**config.mk**
```make
export PLATFORM = sky130hd
export DESIGN_NAME = rx_cmd_decoder_flat
export DESIGN_NICKNAME = d
export VERILOG_FILES = /design/src/rtl/rx_cmd_decoder_if.sv /design/src/rtl/rx_cmd_decoder.sv /design/src/flat_wrapper.sv
export SDC_FILE = /design/constraint.sdc
export NUM_CORES = 1
export LEC_CHECK = 0
export CAP_MARGIN = 5
export CORE_MARGIN = 5
export CORE_UTILIZATION = 50
export CTS_BUF_LIST = sky130_fd_sc_hd__clkbuf_2
export DETAILED_ROUTE_END_ITERATION = 7
export HOLD_SLACK_MARGIN = 0.12
export PLACE_DENSITY = 0.75
export RECOVER_POWER = 50
export SYNTH_ARGS = -nofsm -noshare
export SYNTH_HDL_FRONTEND = slang
export SYNTH_SLANG_ARGS = --single-unit
```
**constraint.sdc**
```tcl
create_clock -name clk -period 3.7 [get_ports clk]
set_input_delay 0.37 -clock clk [delete_from_list [all_inputs] [get_ports clk]]
set_output_delay 0.37 -clock clk [all_outputs]
set_load 0.1 [all_outputs]
```
**src/rtl/rx_cmd_decoder_if.sv**
```systemverilog
// Command-decoder bus: received UART words in, register-file and ALU controls out.
// The decoder takes the slave modport; the byte source and sinks take master.
interface rx_cmd_decoder_if #(
  parameter int DATA_WIDTH = 8,
  parameter int ADDR_WIDTH = 4
);
  logic [DATA_WIDTH-1:0] rx_data_in;
  logic                  rx_valid_in;
  logic                  reg_wr_en_out;
  logic                  reg_rd_en_out;
  logic [ADDR_WIDTH-1:0] reg_addr_out;
  logic [DATA_WIDTH-1:0] reg_wr_data_out;
  logic [DATA_WIDTH-1:0] alu_a_out;
  logic [DATA_WIDTH-1:0] alu_b_out;
  logic [3:0]            alu_func_out;
  logic                  alu_en_out;
  logic                  cmd_err_out;
  logic                  timeout_err_out;
  logic                  busy_out;

  modport master (
    output rx_data_in, rx_valid_in,
    input  reg_wr_en_out, reg_rd_en_out, reg_addr_out, reg_wr_data_out,
           alu_a_out, alu_b_out, alu_func_out, alu_en_out,
           cmd_err_out, timeout_err_out, busy_out
  );

  modport slave (
    input  rx_data_in, rx_valid_in,
    output reg_wr_en_out, reg_rd_en_out, reg_addr_out, reg_wr_data_out,
           alu_a_out, alu_b_out, alu_func_out, alu_en_out,
           cmd_err_out, timeout_err_out, busy_out
  );
endinterface

```
**src/rtl/rx_cmd_decoder.sv**
```systemverilog
// Decodes UART byte frames (write / read / ALU) into register-file and ALU strobes.
// Strobes and error pulses appear one clock after the accepting byte; no backpressure on rx.
module rx_cmd_decoder #(
  parameter int DATA_WIDTH     = 8,
  parameter int ADDR_WIDTH     = 4,
  parameter int TIMEOUT_CYCLES = 1024
) (
  input logic              clk,
  input logic              reset_n,
  rx_cmd_decoder_if.slave  bus
);

  localparam logic [DATA_WIDTH-1:0] OP_WR     = DATA_WIDTH'(8'hAA);
  localparam logic [DATA_WIDTH-1:0] OP_RD     = DATA_WIDTH'(8'hBB);
  localparam logic [DATA_WIDTH-1:0] OP_ALU    = DATA_WIDTH'(8'hCC);
  localparam logic [DATA_WIDTH-1:0] OP_ALU_NO = DATA_WIDTH'(8'hDD);
  localparam logic [15:0]           CNT_LAST  = 16'(TIMEOUT_CYCLES - 1);

  typedef enum logic [2:0] {
    IDLE, WR_ADDR, WR_DATA, RD_ADDR, ALU_A, ALU_B, ALU_FUNC
  } state_e;

  state_e                state_q;
  logic [15:0]           cnt_q;
  logic [ADDR_WIDTH-1:0] stg_addr_q;
  logic [DATA_WIDTH-1:0] stg_a_q;
  logic [DATA_WIDTH-1:0] stg_b_q;
  logic                  use_ab_q;

  assign bus.busy_out = (state_q != IDLE);

  always_ff @(posedge clk) begin
    if (!reset_n) begin
      state_q             <= IDLE;
      cnt_q               <= '0;
      stg_addr_q          <= '0;
      stg_a_q             <= '0;
      stg_b_q             <= '0;
      use_ab_q            <= 1'b0;
      bus.reg_wr_en_out   <= 1'b0;
      bus.reg_rd_en_out   <= 1'b0;
      bus.reg_addr_out    <= '0;
      bus.reg_wr_data_out <= '0;
      bus.alu_a_out       <= '0;
      bus.alu_b_out       <= '0;
      bus.alu_func_out    <= '0;
      bus.alu_en_out      <= 1'b0;
      bus.cmd_err_out     <= 1'b0;
      bus.timeout_err_out <= 1'b0;
    end else begin
      bus.reg_wr_en_out   <= 1'b0;
      bus.reg_rd_en_out   <= 1'b0;
      bus.alu_en_out      <= 1'b0;
      bus.cmd_err_out     <= 1'b0;
      bus.timeout_err_out <= 1'b0;

      if (bus.rx_valid_in) begin
        cnt_q <= '0;
        case (state_q)
          IDLE: begin
            if (bus.rx_data_in == OP_WR) begin
              state_q <= WR_ADDR;
            end else if (bus.rx_data_in == OP_RD) begin
              state_q <= RD_ADDR;
            end else if (bus.rx_data_in == OP_ALU) begin
              state_q  <= ALU_A;
              use_ab_q <= 1'b1;
            end else if (bus.rx_data_in == OP_ALU_NO) begin
              state_q  <= ALU_FUNC;
              use_ab_q <= 1'b0;
            end else begin
              bus.cmd_err_out <= 1'b1;
            end
          end
          WR_ADDR: begin
            stg_addr_q <= bus.rx_data_in[ADDR_WIDTH-1:0];
            state_q    <= WR_DATA;
          end
          WR_DATA: begin
            bus.reg_addr_out    <= stg_addr_q;
            bus.reg_wr_data_out <= bus.rx_data_in;
            bus.reg_wr_en_out   <= 1'b1;
            state_q             <= IDLE;
          end
          RD_ADDR: begin
            bus.reg_addr_out  <= bus.rx_data_in[ADDR_WIDTH-1:0];
            bus.reg_rd_en_out <= 1'b1;
            state_q           <= IDLE;
          end
          ALU_A: begin
            stg_a_q <= bus.rx_data_in;
            state_q <= ALU_B;
          end
          ALU_B: begin
            stg_b_q <= bus.rx_data_in;
            state_q <= ALU_FUNC;
          end
          ALU_FUNC: begin
            // The no-operand opcode keeps the previously committed A/B.
            if (use_ab_q) begin
              bus.alu_a_out <= stg_a_q;
              bus.alu_b_out <= stg_b_q;
            end
            bus.alu_func_out <= bus.rx_data_in[3:0];
            bus.alu_en_out   <= 1'b1;
            state_q          <= IDLE;
          end
          default: state_q <= IDLE;
        endcase
      end else if (state_q != IDLE) begin
        if (cnt_q == CNT_LAST) begin
          state_q             <= IDLE;
          cnt_q               <= '0;
          bus.timeout_err_out <= 1'b1;
        end else begin
          cnt_q <= cnt_q + 16'd1;
        end
      end else begin
        cnt_q <= '0;
      end
    end
  end

endmodule

```
**src/flat_wrapper.sv**
```systemverilog
// flat-port wrapper written by rule: the top's interface ports become plain ports
module rx_cmd_decoder_flat 
#(
  parameter int DATA_WIDTH     = 8,
  parameter int ADDR_WIDTH     = 4,
  parameter int TIMEOUT_CYCLES = 1024
)
  (clk, reset_n, bus_rx_data_in, bus_rx_valid_in, bus_reg_wr_en_out, bus_reg_rd_en_out, bus_reg_addr_out, bus_reg_wr_data_out, bus_alu_a_out, bus_alu_b_out, bus_alu_func_out, bus_alu_en_out, bus_cmd_err_out, bus_timeout_err_out, bus_busy_out);
  rx_cmd_decoder_if #(.DATA_WIDTH(DATA_WIDTH), .ADDR_WIDTH(ADDR_WIDTH)) bus_i ();
  input logic clk;
  input logic reset_n;
  input wire logic [$bits(bus_i.rx_data_in)-1:0] bus_rx_data_in;
  input wire logic [$bits(bus_i.rx_valid_in)-1:0] bus_rx_valid_in;
  output wire logic [$bits(bus_i.reg_wr_en_out)-1:0] bus_reg_wr_en_out;
  output wire logic [$bits(bus_i.reg_rd_en_out)-1:0] bus_reg_rd_en_out;
  output wire logic [$bits(bus_i.reg_addr_out)-1:0] bus_reg_addr_out;
  output wire logic [$bits(bus_i.reg_wr_data_out)-1:0] bus_reg_wr_data_out;
  output wire logic [$bits(bus_i.alu_a_out)-1:0] bus_alu_a_out;
  output wire logic [$bits(bus_i.alu_b_out)-1:0] bus_alu_b_out;
  output wire logic [$bits(bus_i.alu_func_out)-1:0] bus_alu_func_out;
  output wire logic [$bits(bus_i.alu_en_out)-1:0] bus_alu_en_out;
  output wire logic [$bits(bus_i.cmd_err_out)-1:0] bus_cmd_err_out;
  output wire logic [$bits(bus_i.timeout_err_out)-1:0] bus_timeout_err_out;
  output wire logic [$bits(bus_i.busy_out)-1:0] bus_busy_out;
  assign bus_i.rx_data_in = bus_rx_data_in;
  assign bus_i.rx_valid_in = bus_rx_valid_in;
  assign bus_reg_wr_en_out = bus_i.reg_wr_en_out;
  assign bus_reg_rd_en_out = bus_i.reg_rd_en_out;
  assign bus_reg_addr_out = bus_i.reg_addr_out;
  assign bus_reg_wr_data_out = bus_i.reg_wr_data_out;
  assign bus_alu_a_out = bus_i.alu_a_out;
  assign bus_alu_b_out = bus_i.alu_b_out;
  assign bus_alu_func_out = bus_i.alu_func_out;
  assign bus_alu_en_out = bus_i.alu_en_out;
  assign bus_cmd_err_out = bus_i.cmd_err_out;
  assign bus_timeout_err_out = bus_i.timeout_err_out;
  assign bus_busy_out = bus_i.busy_out;
  rx_cmd_decoder #(.DATA_WIDTH(DATA_WIDTH), .ADDR_WIDTH(ADDR_WIDTH), .TIMEOUT_CYCLES(TIMEOUT_CYCLES)) u_core (.clk(clk), .reset_n(reset_n), .bus(bus_i));
endmodule
```
==> results.yml, run 1 <==
floorplanning:
  ioPinCount: 49
  rows: 28
  die_y_um: 88.7
  die_w_um: 88.7
  die-area_sq_um: 7880
  start_util_pct: 51.8
  core_sq_um: 5990
outcome:
  violations: "capacitance limit, slew limit"
  outcome: "finished with violations"
synth:
  synthDistinctLibCells: 36
  synth-edff-count: 0
  ys_seq_elements: 77
  synthesis.area_sq_um: 3100
  ys_seq_area_share_pct: 49.7
  synth_top_area_share_pct: 49.7
  ys.flop_type: "dfxtp_1"
  ys_async_sr_fraction_pct: 0
  ys_warn_count: 0
  synth_area_leader_cell: "dfxtp_1"
  syn_nets: 363
  synthCells: 351
  syn_avg_cell_area_sq_um: 8.83
  yosys-top-cells-area: "dfxtp_1 (50%), nand2_1 (12%), a21boi_1 (7.3%), mux2i_1 (3.9%), a21boi_0 (3.1%)"
min_path:
  hold_depth: 2
  min_from: "u_core.stg_b_q[5]"
  min_path_type: "flop to flop"
  holdPathEnd: "u_core.bus.alu_b_out[5]"
setup_path:
  cp.required_ns: 3.33
  end_kind: "output pin"
  r2r_slack_ns: 1.49
  path_class: "flop to output pin"
  worstSetupStartpointType: "flop"
  reg2reg_from: "u_core.cnt_q[0]"
  critical_path_arrival_ns: 2.52
  r2r-end: "u_core.cnt_q[9]"
  worstPathMaxFanout: 11
  r2r_cells: 6
sta:
  rsz0062_at_grt: "no"
  fin_crit_sh_pct: 78.1
  layout_min_cycle_time_ns: 2.89
  fmax_mhz: 346
  hold_viol: 0
  setup_viol: 0
  maxSlewViolCount: 61
  tns_ns: 0
  maxSlewHeadroom_pct: -37.9
  worst_slew_pin_slew_ns: 2.07
  layout_setup_ws_ns: 0.811
  fin_worst_skew_ns: 0.0229
pwr:
  peakVddDrop_mv: 0.208
  power.density_nw_per_um2: 371
  leakage_nw: 1.26
clock_network:
  cts_buffer_depth: 2
  root_buffer: "clkbuf_2"
  cts_hold_buf: 0
  htree_levels: 3
  insertion_delay_ns: 0.50
  cts_resized: 0
  cts_tree: "done"
  cts_sinks: 77
  path_clk_slew_ns: 0.20
  cts_buffers: 9
  cts_setup_buffers: 0
global_routing:
  grt_use_total_pct: 17.0
  grt_max_degree: 61
  grt_pass1_wl_um: 10400
  grt_overflow_total: 0
  grt_pass1_vias: 2281
  antenna_found_initial: 0
flow_run:
  cap_violations: 1
finish:
  area_growth_pct: 18.7
  post-route-util_pct: 61.4
  nNetsFinal: 404
  drive_gt1_share_pct: 4.03
  antenna_cells: 0
  fin_area_sq_um: 3680
place:
  io_buffers: 48
  dp_hpwl_um: 4270
  dpl-instance-area_sq_um: 3590
  gp_congestion: 0.784
  dp_slack_ns: 1.34
drt:
  vias: 2433
  drc_errors: 0
  drtPass1Iterations: 4
  routedWlPerCell_um: 13.2
  drt_iter0_drc: 110
  routed_wirelength_um: 6220
  via_per_inst: 5.15
  antenna_left: 0
[synth_stat cells (3+ instances only)]
master / number
mux2i_1: 12
clkbuf_1: 11
o211a_1: 4
buf_2: 5
and3_1: 4
nor3_1: 4
xor2_1: 8
nand4_1: 3
nor2b_1: 10
dfxtp_1: 77
nor2_1: 26
and2_1: 4
nand3_1: 10
xnor2_1: 7
a21boi_1: 30
nand2_1: 96
a21boi_0: 13
inv_1: 3
[layout make-up]
class / count / area, sq um
timing repair buffer: 49 / 484
multi-input combinational: 252 / 1450
clock inverter: 6 / 53.8
sequential: 77 / 1540
clock buffer: 10 / 50.0
inverter: 3 / 11.3
tap: 75 / 93.8
fill: 552 / 2310
[metal layers]
metal | vias to the layer above | routed length, um | track usage (%)
li1 | 1250 | - | -
met1 | 1123 | 2920 | 22.7
met2 | 52 | 2840 | 26.3
met3 | 8 | 391 | 4.19
met4 | 0 | 77 | 7.01
met5 | - | 0 | 0
[metrics by stage]
step                      hold slack, ns  std cells  total power, mW
after floorplan                    0.430        351            0.924
after global placement             0.437        456            0.955
after detailed placement           0.445        456            0.956
after CTS                          0.454        472             1.38
after global routing               0.470        472             1.43
final                              0.462        472             1.37
[power breakdown]
group          leakage, nW  internal (mW)  switching, mW
Clock               0.0729          0.152          0.273
Sequential           0.620          0.836        0.00418
Combinational        0.568         0.0332         0.0660
[critical path: stages, from the launching register on]
cell and delay (ns):
dfxtp_1 0.52, or3_1 0.31, clkdlybuf4s50_1 1.20
[placed cells by master, fill, tap and decap left out, drive strengths merged, types with 5 or more instances in the layout]
master,n
xor2,8
nor2,26
clkbuf,11
clkinv,5
mux2i,12
nand3,10
nor2b,10
dfxtp,77
nand2,96
clkdlybuf4s50,47
a21boi,43
nor3,5
xnor2,7
[cells by family after synthesis]
family,synth area share (%)
AO/OA/AOI/OAI,13.5
XOR/XNOR,4.24
adder cells (fa/ha/maj),0.403
buffers and inverters,3.47
flip-flops,49.7
multiplexers,4.24
AND/OR/NAND/NOR,24.5
[worst max path at each step]
stage	slack [ns]	startpoint	endpoint	cells past startpoint
floorplan	1.83	u_core.state_q[0]	u_core.use_ab_q	6
global placement	1.38	u_core.state_q[0]	bus_busy_out	2
detailed placement	1.34	u_core.state_q[0]	bus_busy_out	2
CTS	0.77	u_core.state_q[0]	bus_busy_out	2
global route	0.68	u_core.state_q[0]	bus_busy_out	2
finish	0.81	u_core.state_q[0]	bus_busy_out	2
[registers in the layout, indices dropped and copies added (netlist names), 3 cells and up]
signal,count
u_core.bus.alu_b_out,8
u_core.stg_addr_q,4
u_core.stg_a_q,8
u_core.cnt_q,16
u_core.bus.alu_func_out,4
u_core.bus.reg_wr_data_out,8
u_core.stg_b_q,8
u_core.state_q,3
u_core.bus.alu_a_out,8
u_core.bus.reg_addr_out,4
(Power assumes the default switching activity.)
==> inputs of run 2 (changes only) <==
PLACE_DENSITY = 0.78   (was 0.75)
clock period = 2.3 ns   (was 3.7 ns; I/O delays follow)
==> run 2 against run 1 <==
  * The run now ends clean
  * Sequential cell count did not move
  * First-iteration DRC count rose by 3.6%
  * Clock power rose by 62%
  * Sequential power rose by 61%
  * Final cell count rose by 1.7%
  * Largest power group unchanged
  * Highest routed layer unchanged
==> results.yml, run 2 (same netlist as run 1, synthesis figures left out) <==
outcome:
  outcome: "finished clean"
sta:
  tns_ns: 0
  worst_slew_pin_slew_ns: 1.17
  holdWs_ns: 0.385
  fin_crit_sh_pct: 86.8
  maxSlewViolCount: 0
  fmax_mhz: 501
  fin_worst_skew_ns: 0.0204
  setup_viol: 0
  layout_min_cycle_time_ns: 2.00
  rsz0062_at_grt: "no"
  maxSlewHeadroom_pct: 22.2
  hold_viol: 0
global_routing:
  grt_overflow_total: 0
  antenna_found_initial: 0
  grt_max_degree: 45
  grt_use_total_pct: 17.8
  grt_pass1_vias: 2331
  grt_pass1_wl_um: 10800
drt:
  routed_wirelength_um: 6500
  antenna_left: 0
  routedWlPerCell_um: 13.5
  drt_iter0_drc: 114
  drc_errors: 0
  via_per_inst: 5.12
  vias: 2459
  drtPass1Iterations: 5
setup_path:
  reg2reg_from: "u_core.cnt_q[0]"
  cp.required_ns: 2.07
  r2r_slack_ns: 0.38
  end_kind: "output pin"
  critical_path_arrival_ns: 1.77
  path_class: "flop to output pin"
  worstPathMaxFanout: 11
  r2r-end: "u_core.cnt_q[12]"
  r2r_cells: 7
  endpoint: "bus_busy_out"
  startpoint: "u_core.state_q[0]"
  worstSetupStartpointType: "flop"
floorplanning:
  die-area_sq_um: 7880
  die_w_um: 88.7
  rows: 28
  die_y_um: 88.7
  start_util_pct: 51.8
  ioPinCount: 49
  core_sq_um: 5990
pwr:
  p_clk_share_pct: 31.3
  switchingPower_mw: 0.571
  seq_power_share_pct: 61.4
  peakVddDrop_mv: 0.264
  p_int_mw: 1.63
  leakage_nw: 1.33
  pwr-share-comb_pct: 7.3
  sw_frac_of_total_pct: 25.9
  power_mw: 2.20
  power.density_nw_per_um2: 619
clock_network:
  htree_levels: 3
  cts_buffer_depth: 2
  cts_sinks: 77
  path_clk_slew_ns: 0.20
  cts_setup_buffers: 0
  cts_hold_buf: 0
  root_buffer: "clkbuf_2"
  cts_buffers: 9
  cts_resized: 0
  cts_tree: "done"
  insertion_delay_ns: 0.51
finish:
  fill_cells: 590
  drive_gt1_share_pct: 13.8
  nNetsFinal: 413
  most-common-layout-cells: "nand2_1 (96), dfxtp_1 (77), clkbuf_2 (37)"
  seq_area_sq_um: 1540
  post-route-util_pct: 59.5
  antenna_cells: 0
  largest_register_ffs: 16
  area_growth_pct: 14.9
  multi_input_area_sq_um: 1450
  top_register: "u_core.cnt_q"
  final_common_cell: "nand2_1"
min_path:
  min_path_type: "primary input to flop"
place:
  io_buffers: 48
  gp_congestion: 0.895
  dp_hpwl_um: 4650
flow_run:
  cap_violations: 0
[run 2: cell count changes in the layout (fill, tap and decap cells not counted), moves of 2 or more]
cell	change
a21boi_0	-10
a21boi_1	+10
buf_4	+13
clkbuf_1	+5
clkbuf_2	+27
clkdlybuf4s50_1	-37
clkinv_2	-2
[run 2: per-stage QoR]
step	area [sq um]	setup WS [ns]	instances
after detailed placement	3560	0.310	465
after global placement	3560	0.370	465
final	3560	0.303	480
after global routing	3560	0.184	480
after CTS	3660	0.277	480
after floorplan	3100	0.426	351
[run 2: how the worst min path moves through the flow]
stage,start,endpoint,depth (start not counted)
after floorplan,bus_rx_data_in[1],u_core.stg_a_q[1],2
after global placement,u_core.stg_b_q[6],u_core.bus.alu_b_out[6],2
after detailed placement,u_core.stg_a_q[1],u_core.bus.alu_a_out[1],2
after CTS,bus_rx_data_in[7],u_core.bus.reg_wr_data_out[7],3
after global routing,bus_rx_data_in[5],u_core.stg_a_q[5],3
final,bus_rx_data_in[2],u_core.stg_a_q[2],3
[run 2: per-layer routing]
layer | global-route usage [%] | routed length [um] | vias up
met5 | 0 | 0 | -
met4 | 6.87 | 99 | 0
met3 | 4.47 | 347 | 11
met2 | 27.4 | 2950 | 58
met1 | 23.8 | 3110 | 1131
li1 | - | - | 1259
[run 2: power by group through the flow]
stage	logic, mW	clock network, mW	registers, mW
global route	0.172	0.761	1.36
detailed placement	0.166	0	1.38
global placement	0.166	0	1.38
finish	0.162	0.690	1.35
floorplan	0.0769	0	1.41
CTS	0.167	0.703	1.35
[run 2: cell type report]
cell class | instances | share of cell area (%)
tap | 75 | 2.63
clock buffer | 9 | 1.26
inverter | 3 | 0.316
timing repair buffer | 58 | 10.2
multi-input combinational | 252 | 40.7
sequential | 77 | 43.3
clock inverter | 6 | 1.55
[run 2: critical path, cell delays in order, from the launching register on]
cell and delay (ns):
dfxtp_1 0.44, or3_1 0.54, buf_4 0.29
==> inputs of run 3 (changes only) <==
HOLD_SLACK_MARGIN = default   (was 0.12)
==> results of run 3 <==
The final DEF is identical to that of run 2; final timing and power are the same.
